<file path="src/rtl/egcd_pkg.sv">
// Shared types and constants for the extended-Euclid / modular-inverse engine.
// Constant-time build selected by defining EGCD_CONST_TIME_EN.
package egcd_pkg;

  typedef enum logic [2:0] {
    ST_IDLE = 3'd0,
    ST_LOAD = 3'd1,
    ST_DIV  = 3'd2,
    ST_UPD  = 3'd3,
    ST_NORM = 3'd4,
    ST_DONE = 3'd5
  } egcd_state_e;

  localparam int DEF_WIDTH = 16;
  localparam int SW        = DEF_WIDTH + 2;
  localparam int BIT_W     = $clog2(DEF_WIDTH);

  // Worst-case Euclid step count (Fibonacci bound) plus one step for an a<b swap.
  function automatic int max_iter_default(input int w);
    return (3 * w) / 2 + 2;
  endfunction

endpackage

</file>
<file path="src/rtl/egcd_if.sv">
// Job interface of the extended-Euclid engine: request side (master) and engine side (slave).
// Handshake: start is sampled only while the engine is idle; the sampling edge captures
//   a, b and mode_inv. busy is high from the cycle after that edge until finish. finish is a
//   one-cycle pulse; results hold from the finish cycle until the next accepted start.
//   start during busy, or in the finish cycle, is ignored.
interface egcd_if #(
  parameter int WIDTH = 16,
  parameter int CNT_W = 16
);
  logic                    start;
  logic                    mode_inv;
  logic [WIDTH-1:0]        a;
  logic [WIDTH-1:0]        b;
  logic                    busy;
  logic                    finish;
  logic [WIDTH-1:0]        gcd;
  logic signed [WIDTH:0]   s;
  logic signed [WIDTH:0]   t;
  logic [WIDTH-1:0]        inv;
  logic                    inv_ok;
  logic                    err;
  logic [CNT_W-1:0]        cyc_cnt;

  modport master (
    output start, mode_inv, a, b,
    input  busy, finish, gcd, s, t, inv, inv_ok, err, cyc_cnt
  );

  modport slave (
    input  start, mode_inv, a, b,
    output busy, finish, gcd, s, t, inv, inv_ok, err, cyc_cnt
  );
endinterface

</file>
<file path="src/rtl/egcd_divstep.sv">
// One restoring-division bit slice: conditionally subtracts (r1,s1,t1) << bit from (r0,s0,t0).
// Purely combinational; the caller owns every register.
module egcd_divstep
  import egcd_pkg::*;
#(
  parameter int WIDTH = DEF_WIDTH,
  parameter int SW_W  = WIDTH + 2,
  parameter int BW    = $clog2(WIDTH)
) (
  input  logic [WIDTH-1:0]       i_r0,
  input  logic [WIDTH-1:0]       i_r1,
  input  logic signed [SW_W-1:0] i_s0,
  input  logic signed [SW_W-1:0] i_s1,
  input  logic signed [SW_W-1:0] i_t0,
  input  logic signed [SW_W-1:0] i_t1,
  input  logic [BW-1:0]          i_bit,
  output logic [WIDTH-1:0]       o_r0,
  output logic signed [SW_W-1:0] o_s0,
  output logic signed [SW_W-1:0] o_t0,
  output logic                   o_q
);

  // Double-width shift so a large divisor shifted left never wraps into a false match.
  logic [2*WIDTH-1:0] w_r1_sh;

  assign w_r1_sh = {{WIDTH{1'b0}}, i_r1} << i_bit;
  assign o_q     = ({{WIDTH{1'b0}}, i_r0} >= w_r1_sh);
  assign o_r0    = o_q ? (i_r0 - w_r1_sh[WIDTH-1:0]) : i_r0;
  assign o_s0    = o_q ? (i_s0 - (i_s1 <<< i_bit)) : i_s0;
  assign o_t0    = o_q ? (i_t0 - (i_t1 <<< i_bit)) : i_t0;

endmodule

</file>
<file path="src/rtl/egcd_modinv.sv">
// Iterative extended-Euclid engine: gcd, Bezout s/t, optional a^-1 mod b, cycle count.
// EGCD_CONST_TIME_EN: pad every job to MAX_ITER division steps for data-independent latency.
module egcd_modinv
  import egcd_pkg::*;
#(
  parameter int WIDTH    = DEF_WIDTH,
  parameter int MAX_ITER = max_iter_default(WIDTH),
  parameter int CNT_W    = 16
) (
  input  logic                           clk,
  input  logic                           rst_n,
  egcd_if.slave                          bus,
  output egcd_state_e                    o_dbg_state,
  output logic [$clog2(MAX_ITER+1):0]    o_dbg_step,
  output logic [WIDTH-1:0]               o_dbg_quot
);

  localparam int L_SW   = WIDTH + 2;
  localparam int L_BW   = $clog2(WIDTH);
  localparam int STEP_W = $clog2(MAX_ITER + 1) + 1;

  egcd_state_e             r_state;
  logic [WIDTH-1:0]        r_r0, r_r1, r_b;
  logic signed [L_SW-1:0]  r_s0, r_s1, r_t0, r_t1;
  logic                    r_mode, r_err;
  logic [L_BW-1:0]         r_bit;
  logic [STEP_W-1:0]       r_step;
  logic [WIDTH-1:0]        r_quot;
  logic                    r_busy, r_finish, r_inv_ok, r_err_o;
  logic [WIDTH-1:0]        r_gcd, r_inv;
  logic signed [WIDTH:0]   r_s, r_t;
  logic [CNT_W-1:0]        r_cyc;
`ifdef EGCD_CONST_TIME_EN
  logic                    r_dummy;
`endif

  logic [WIDTH-1:0]        w_r0_nxt;
  logic signed [L_SW-1:0]  w_s0_nxt, w_t0_nxt;
  logic                    w_q, w_live, w_inv_ok;
  logic [STEP_W-1:0]       w_step_inc;
  logic [WIDTH-1:0]        w_s_adj, w_inv;

  egcd_divstep #(.WIDTH(WIDTH), .SW_W(L_SW), .BW(L_BW)) u_divstep (
    .i_r0 (r_r0),
    .i_r1 (r_r1),
    .i_s0 (r_s0),
    .i_s1 (r_s1),
    .i_t0 (r_t0),
    .i_t1 (r_t1),
    .i_bit(r_bit),
    .o_r0 (w_r0_nxt),
    .o_s0 (w_s0_nxt),
    .o_t0 (w_t0_nxt),
    .o_q  (w_q)
  );

`ifdef EGCD_CONST_TIME_EN
  assign w_live = !r_dummy;
`else
  assign w_live = 1'b1;
`endif

  assign w_step_inc = r_step + STEP_W'(1);
  assign w_inv_ok   = r_mode && !r_err && (r_r0 == WIDTH'(1));
  // s lies in (-b, b), so the low WIDTH bits of s+b are already the normalised residue.
  assign w_s_adj    = r_s0[WIDTH-1:0] + r_b;
  assign w_inv      = !w_inv_ok ? '0 : (r_s0[L_SW-1] ? w_s_adj : r_s0[WIDTH-1:0]);

  always_ff @(posedge clk or negedge rst_n) begin
    if (!rst_n) begin
      r_state  <= ST_IDLE;
      r_r0     <= '0;
      r_r1     <= '0;
      r_b      <= '0;
      r_s0     <= '0;
      r_s1     <= '0;
      r_t0     <= '0;
      r_t1     <= '0;
      r_mode   <= 1'b0;
      r_err    <= 1'b0;
      r_bit    <= '0;
      r_step   <= '0;
      r_quot   <= '0;
      r_busy   <= 1'b0;
      r_finish <= 1'b0;
      r_gcd    <= '0;
      r_s      <= '0;
      r_t      <= '0;
      r_inv    <= '0;
      r_inv_ok <= 1'b0;
      r_err_o  <= 1'b0;
      r_cyc    <= '0;
`ifdef EGCD_CONST_TIME_EN
      r_dummy  <= 1'b0;
`endif
    end else begin
      r_finish <= 1'b0;
      if (r_busy && (r_cyc != {CNT_W{1'b1}})) r_cyc <= r_cyc + CNT_W'(1);
      case (r_state)
        ST_IDLE: begin
          if (bus.start) begin
            r_r0    <= bus.a;
            r_r1    <= bus.b;
            r_b     <= bus.b;
            r_s0    <= L_SW'(1);
            r_s1    <= '0;
            r_t0    <= '0;
            r_t1    <= L_SW'(1);
            r_mode  <= bus.mode_inv;
            r_err   <= (bus.a == '0) && (bus.b == '0);
            r_step  <= '0;
            r_cyc   <= '0;
            r_busy  <= 1'b1;
            r_state <= ST_LOAD;
          end
        end
        ST_LOAD: begin
          r_bit <= L_BW'(WIDTH - 1);
`ifdef EGCD_CONST_TIME_EN
          r_dummy <= (r_r1 == '0);
          r_state <= ST_DIV;
`else
          r_state <= (r_r1 == '0) ? ST_NORM : ST_DIV;
`endif
        end
        ST_DIV: begin
          if (w_live) begin
            r_r0 <= w_r0_nxt;
            r_s0 <= w_s0_nxt;
            r_t0 <= w_t0_nxt;
          end
          r_quot <= {r_quot[WIDTH-2:0], w_q};
          r_bit  <= r_bit - L_BW'(1);
          if (r_bit == '0) r_state <= ST_UPD;
        end
        ST_UPD: begin
          // r0 now holds the remainder: rotate rows so the remainder becomes the new divisor.
          if (w_live) begin
            r_r0 <= r_r1;
            r_s0 <= r_s1;
            r_t0 <= r_t1;
            r_r1 <= r_r0;
            r_s1 <= r_s0;
            r_t1 <= r_t0;
          end
          r_step <= w_step_inc;
          r_bit  <= L_BW'(WIDTH - 1);
`ifdef EGCD_CONST_TIME_EN
          if (w_live && (r_r0 == '0)) r_dummy <= 1'b1;
          r_state <= (w_step_inc == STEP_W'(MAX_ITER)) ? ST_NORM : ST_DIV;
`else
          r_state <= (r_r0 == '0) ? ST_NORM : ST_DIV;
`endif
        end
        ST_NORM: begin
          r_gcd    <= r_err ? '0 : r_r0;
          r_s      <= r_err ? '0 : r_s0[WIDTH:0];
          r_t      <= r_err ? '0 : r_t0[WIDTH:0];
          r_inv    <= w_inv;
          r_inv_ok <= w_inv_ok;
          r_err_o  <= r_err;
          r_busy   <= 1'b0;
          r_finish <= 1'b1;
          r_state  <= ST_DONE;
        end
        ST_DONE: r_state <= ST_IDLE;
        default: r_state <= ST_IDLE;
      endcase
    end
  end

`ifdef EGCD_CONST_TIME_EN
  // A live remainder at the last padded step means MAX_ITER is too small for this operand.
  always_ff @(posedge clk) begin
    if (rst_n && (r_state == ST_UPD) && w_live)
      assert (!((r_r0 != '0) && (w_step_inc == STEP_W'(MAX_ITER))));
  end
`endif

  assign bus.busy    = r_busy;
  assign bus.finish  = r_finish;
  assign bus.gcd     = r_gcd;
  assign bus.s       = r_s;
  assign bus.t       = r_t;
  assign bus.inv     = r_inv;
  assign bus.inv_ok  = r_inv_ok;
  assign bus.err     = r_err_o;
  assign bus.cyc_cnt = r_cyc;

  assign o_dbg_state = r_state;
  assign o_dbg_step  = r_step;
  assign o_dbg_quot  = r_quot;

endmodule

</file>
<file path="src/flat_wrapper.sv">
// flat-port wrapper written by rule: the top's interface ports become plain ports
module egcd_modinv_flat import egcd_pkg::*;
#(
  parameter int WIDTH    = DEF_WIDTH,
  parameter int MAX_ITER = max_iter_default(WIDTH),
  parameter int CNT_W    = 16
)
  (clk, rst_n, o_dbg_state, o_dbg_step, o_dbg_quot, bus_start, bus_mode_inv, bus_a, bus_b, bus_busy, bus_finish, bus_gcd, bus_s, bus_t, bus_inv, bus_inv_ok, bus_err, bus_cyc_cnt);
  egcd_if #(.WIDTH(WIDTH), .CNT_W(CNT_W)) bus_i ();
  input  logic clk;
  input  logic rst_n;
  output egcd_state_e o_dbg_state;
  output logic [$clog2(MAX_ITER+1):0] o_dbg_step;
  output logic [WIDTH-1:0] o_dbg_quot;
  input wire logic [$bits(bus_i.start)-1:0] bus_start;
  input wire logic [$bits(bus_i.mode_inv)-1:0] bus_mode_inv;
  input wire logic [$bits(bus_i.a)-1:0] bus_a;
  input wire logic [$bits(bus_i.b)-1:0] bus_b;
  output wire logic [$bits(bus_i.busy)-1:0] bus_busy;
  output wire logic [$bits(bus_i.finish)-1:0] bus_finish;
  output wire logic [$bits(bus_i.gcd)-1:0] bus_gcd;
  output wire logic [$bits(bus_i.s)-1:0] bus_s;
  output wire logic [$bits(bus_i.t)-1:0] bus_t;
  output wire logic [$bits(bus_i.inv)-1:0] bus_inv;
  output wire logic [$bits(bus_i.inv_ok)-1:0] bus_inv_ok;
  output wire logic [$bits(bus_i.err)-1:0] bus_err;
  output wire logic [$bits(bus_i.cyc_cnt)-1:0] bus_cyc_cnt;
  assign bus_i.start = bus_start;
  assign bus_i.mode_inv = bus_mode_inv;
  assign bus_i.a = bus_a;
  assign bus_i.b = bus_b;
  assign bus_busy = bus_i.busy;
  assign bus_finish = bus_i.finish;
  assign bus_gcd = bus_i.gcd;
  assign bus_s = bus_i.s;
  assign bus_t = bus_i.t;
  assign bus_inv = bus_i.inv;
  assign bus_inv_ok = bus_i.inv_ok;
  assign bus_err = bus_i.err;
  assign bus_cyc_cnt = bus_i.cyc_cnt;
  egcd_modinv #(.WIDTH(WIDTH), .MAX_ITER(MAX_ITER), .CNT_W(CNT_W)) u_core (.clk(clk), .rst_n(rst_n), .bus(bus_i), .o_dbg_state(o_dbg_state), .o_dbg_step(o_dbg_step), .o_dbg_quot(o_dbg_quot));
endmodule
</file>
<file path="config.mk">
export PLATFORM = sky130hd
export DESIGN_NAME = egcd_modinv_flat
export DESIGN_NICKNAME = d
export VERILOG_FILES = /design/src/rtl/egcd_pkg.sv /design/src/rtl/egcd_if.sv /design/src/rtl/egcd_divstep.sv /design/src/rtl/egcd_modinv.sv /design/src/flat_wrapper.sv
export SDC_FILE = /design/constraint.sdc
export NUM_CORES = 1
export LEC_CHECK = 0
export BUFFER_PORTS_ARGS = -buffer_cell sky130_fd_sc_hd__clkbuf_2
export CELL_PAD_IN_SITES_DETAIL_PLACEMENT = 1
export CELL_PAD_IN_SITES_GLOBAL_PLACEMENT = 2
export CORE_MARGIN = 1.5
export CORE_UTILIZATION = 40
export DETAILED_ROUTE_END_ITERATION = 7
export MAX_ROUTING_LAYER = met4
export PLACE_DENSITY_LB_ADDON = 0.3
export RECOVER_POWER = 50
export SLEW_MARGIN = 25
export SYNTH_ARGS = -nofsm -noshare
export SYNTH_HDL_FRONTEND = slang
export SYNTH_SLANG_ARGS = --single-unit
export TNS_END_PERCENT = 100
</file>
<file path="constraint.sdc">
create_clock -name clk -period 11.2 [get_ports clk]
set_input_delay 2.24 -clock clk [delete_from_list [all_inputs] [get_ports clk]]
set_output_delay 2.24 -clock clk [all_outputs]
set_load 0.02 [all_outputs]
</file>
==> run summary <==
outcome = finished, violations left
violated checks = capacitance limit, slew limit
Worst Hold Class = reg2reg
first-pass GRT wire length = 78.37 mm
CTS Sinks = 235
CP max FO = 112
detailed-route wire length per cell = 21.46 um
aggregate global-route resource usage = 0.2647
setup TNS = 0 ns
relative slew slack = -3.082
final hold violations = 0
depth of the CTS H-tree = 1
sequential element share of the synthesized area = 0.3899
Core Util, Final = 0.4639
CTS buffer count = 30
Clock Skew = 0.01653 ns
Pwr Density = 307.0 nW/um^2
RR Startpoint = u_core.r_bit[1]
layout cells sized above 1 = 0.1591
Core Rows = 70
vias in the first global route = 13690
vias per cell = 5.718
DRT Wirelength = 49.40 mm
final period utilization = 0.6568
ant diodes = 0
Antenna Nets Post-Route = 0
top_reg_cell synth = dfrtp_1
die area = 38880 um^2
Hold Startpoint = u_core.bus.inv_ok
crit-path cells = clkbuf_1
Slowest-stage cell, CP = clkbuf_1
peak supply drop = 0.0001378 V
Synth area leaders = dfrtp_1 (39%), nand2_1 (8.4%), ha_1 (5.6%)
worst skew pair latency = 0.58 ns
area leader, netlist = dfrtp_1
CTS Hold Bufs = 0
EDFF count, synth = 0
Arr. time, crit path = 6.54 ns
FMAX = 135.9 MHz
DPL Wire Length = 34.91 mm
First-pass DRT Iterations = 6
mapped cell area = 15080 um^2
dominant cell by count in the synthesized netlist = nand2_1
largest net degree at the start of global routing = 113
Area Overhead vs Synth = 13.41%
chip height = 197.2 um
initial core utilization = 0.4090
# DRC = 0
Buf/Inv on CP = 1
critical path's largest stage delay = 4.21 ns
placed cell area = 16170 um^2
FILL cells = 4320
Die X = 197.2 um
mean cell area of the mapped netlist = 8.940 um^2
max-slew violations = 442
Synthesized Nets = 1795
DR vias = 13160
Worst Setup End Kind = asynchronous set/reset pin
Seq cells post-synth = 235
minimum clock period = 7.356 ns
Slew @ Worst Pin = 6.123 ns
CP delay by family, top = buffers and inverters
worst slack, placed = 5.871 ns
CTS tree = built
data required time of the critical path = 10.38 ns
Async SR Flop Fraction = 1.000
Core ar. = 36870 um^2
Clock transition at path regs = 0.06 ns
num ports = 147
Design Area, Final = 17100 um^2
Leak = 0.008135 uW
Critical Path Source = rst_n
antenna violations before repair = 0
root buffer cell = clkbuf_16
GRT overflow = 0
Buffers on Ports = 146
post-synth cell types = 73
nets = 1883
post-cts resize count = 0
Gate Count Post-Synth = 1687
Final GP Congestion = 0.8890
setup bufs post-CTS = 0
Initial DRC Count = 854
unrepaired setup endpoints after global routing = no
synth warn = 0
post-synth top area share = 0.3899
Crit Path Category = in2async
commonest cells in the synthesized netlist = nand2_1 (339), dfrtp_1 (235), o21ai_0 (146), nor2_1 (86), mux2i_1 (82)
Final Setup Violations = 0
Startpoint Class = primary input
Longest Clk Path Bufs = 3
max-cap check violation count = 7
final worst-path setup slack = 3.844 ns
==> metrics by stage <==
step / hold WS, ns / instances / power (uW)
2_1_floorplan: 0.4458 / 1687 / 3469
3_3_place_gp: 0.4590 / 2247 / 4229
3_5_place_dp: 0.4655 / 2247 / 4293
4_1_cts: 0.4797 / 2302 / 5266
5_1_grt: 0.4965 / 2302 / 5641
6_report: 0.4720 / 2302 / 5251
==> cell type report <==
type,count,area (um^2),share of cell area
multi-input combinational,1315,8666,0.5067
sequential,235,5882,0.3439
clock buffer,44,903.4,0.05282
timing repair buffer,161,825.8,0.04828
tap,504,630.6,0.03687
inverter,32,120.1,0.007023
clock inverter,11,76.32,0.004462
==> sequential cells by signal, indices dropped and copies added, names as in the netlist, 17 cells and up <==
register      flops
u_core.bus.t     17
u_core.r_t0      17
u_core.r_s1      18
u_core.bus.s     17
u_core.r_s0      18
u_core.r_t1      17
==> kinds of logic (layout without fill, tap and decap cells) <==
family | Yosys count | count (layout) | synth area share
and+or+nand+nor | 612 | 612 | 0.1803
AOI/OAI and AO/OA | 426 | 426 | 0.1821
DFF | 235 | 235 | 0.3899
muxes | 138 | 138 | 0.1104
buffers and inverters | 137 | 248 | 0.03667
adders and majority gates | 72 | 72 | 0.06172
xor gates and xnor gates | 67 | 67 | 0.03891
==> final timing paths <==
check	endpoint	slack, ns	depth (start not counted)
worst max-delay path	u_core.o_dbg_quot[12]	3.84	1
worst min-delay path	u_core.bus.inv_ok	0.47	2
worst max register to register	u_core.r_t0[2]	4.24	13
worst min register to register	u_core.bus.inv_ok	0.47	2
max in group clk	u_core.r_t0[2]	4.24	13
min in group asynchronous	u_core.bus.cyc_cnt[14]	3.93	1
==> placed cells by master, fill, tap and decap left out, types with 11 or more instances in the layout <==
| master | n |
|---|---|
| xnor2_1 | 29 |
| dfrtp_1 | 234 |
| o31ai_1 | 21 |
| nand4_1 | 17 |
| a31oi_1 | 12 |
| mux2_2 | 14 |
| nand2_1 | 339 |
| nand3_1 | 20 |
| nand2b_1 | 51 |
| a22oi_1 | 22 |
| mux2_4 | 33 |
| a21oi_1 | 80 |
| clkbuf_2 | 144 |
| nor3_1 | 32 |
| o21ai_0 | 150 |
| clkbuf_16 | 30 |
| or2_2 | 12 |
| inv_1 | 30 |
| ha_1 | 68 |
| nor2_1 | 83 |
| nor4_1 | 15 |
| a22o_1 | 37 |
| a21o_1 | 16 |
| mux2i_1 | 82 |
| buf_4 | 11 |
| and3_1 | 15 |
| xor2_1 | 38 |
==> report_power, final <==
group | internal [uW] | leakage [uW] | switching, uW
Clock | 556 | 0.000477 | 390
Sequential | 1060 | 0.00312 | 450
Combinational | 1190 | 0.00454 | 1600
==> metal layers <==
metal  wire length, um  track usage  vias up
met5                 0            -        -
met4              1424      0.07775        0
met3              2081      0.03244       79
met2             23390       0.4358      288
met1             22500       0.3427     6608
li1                  -            -     6187
Note: power is estimated with default switching activity, not from simulation.
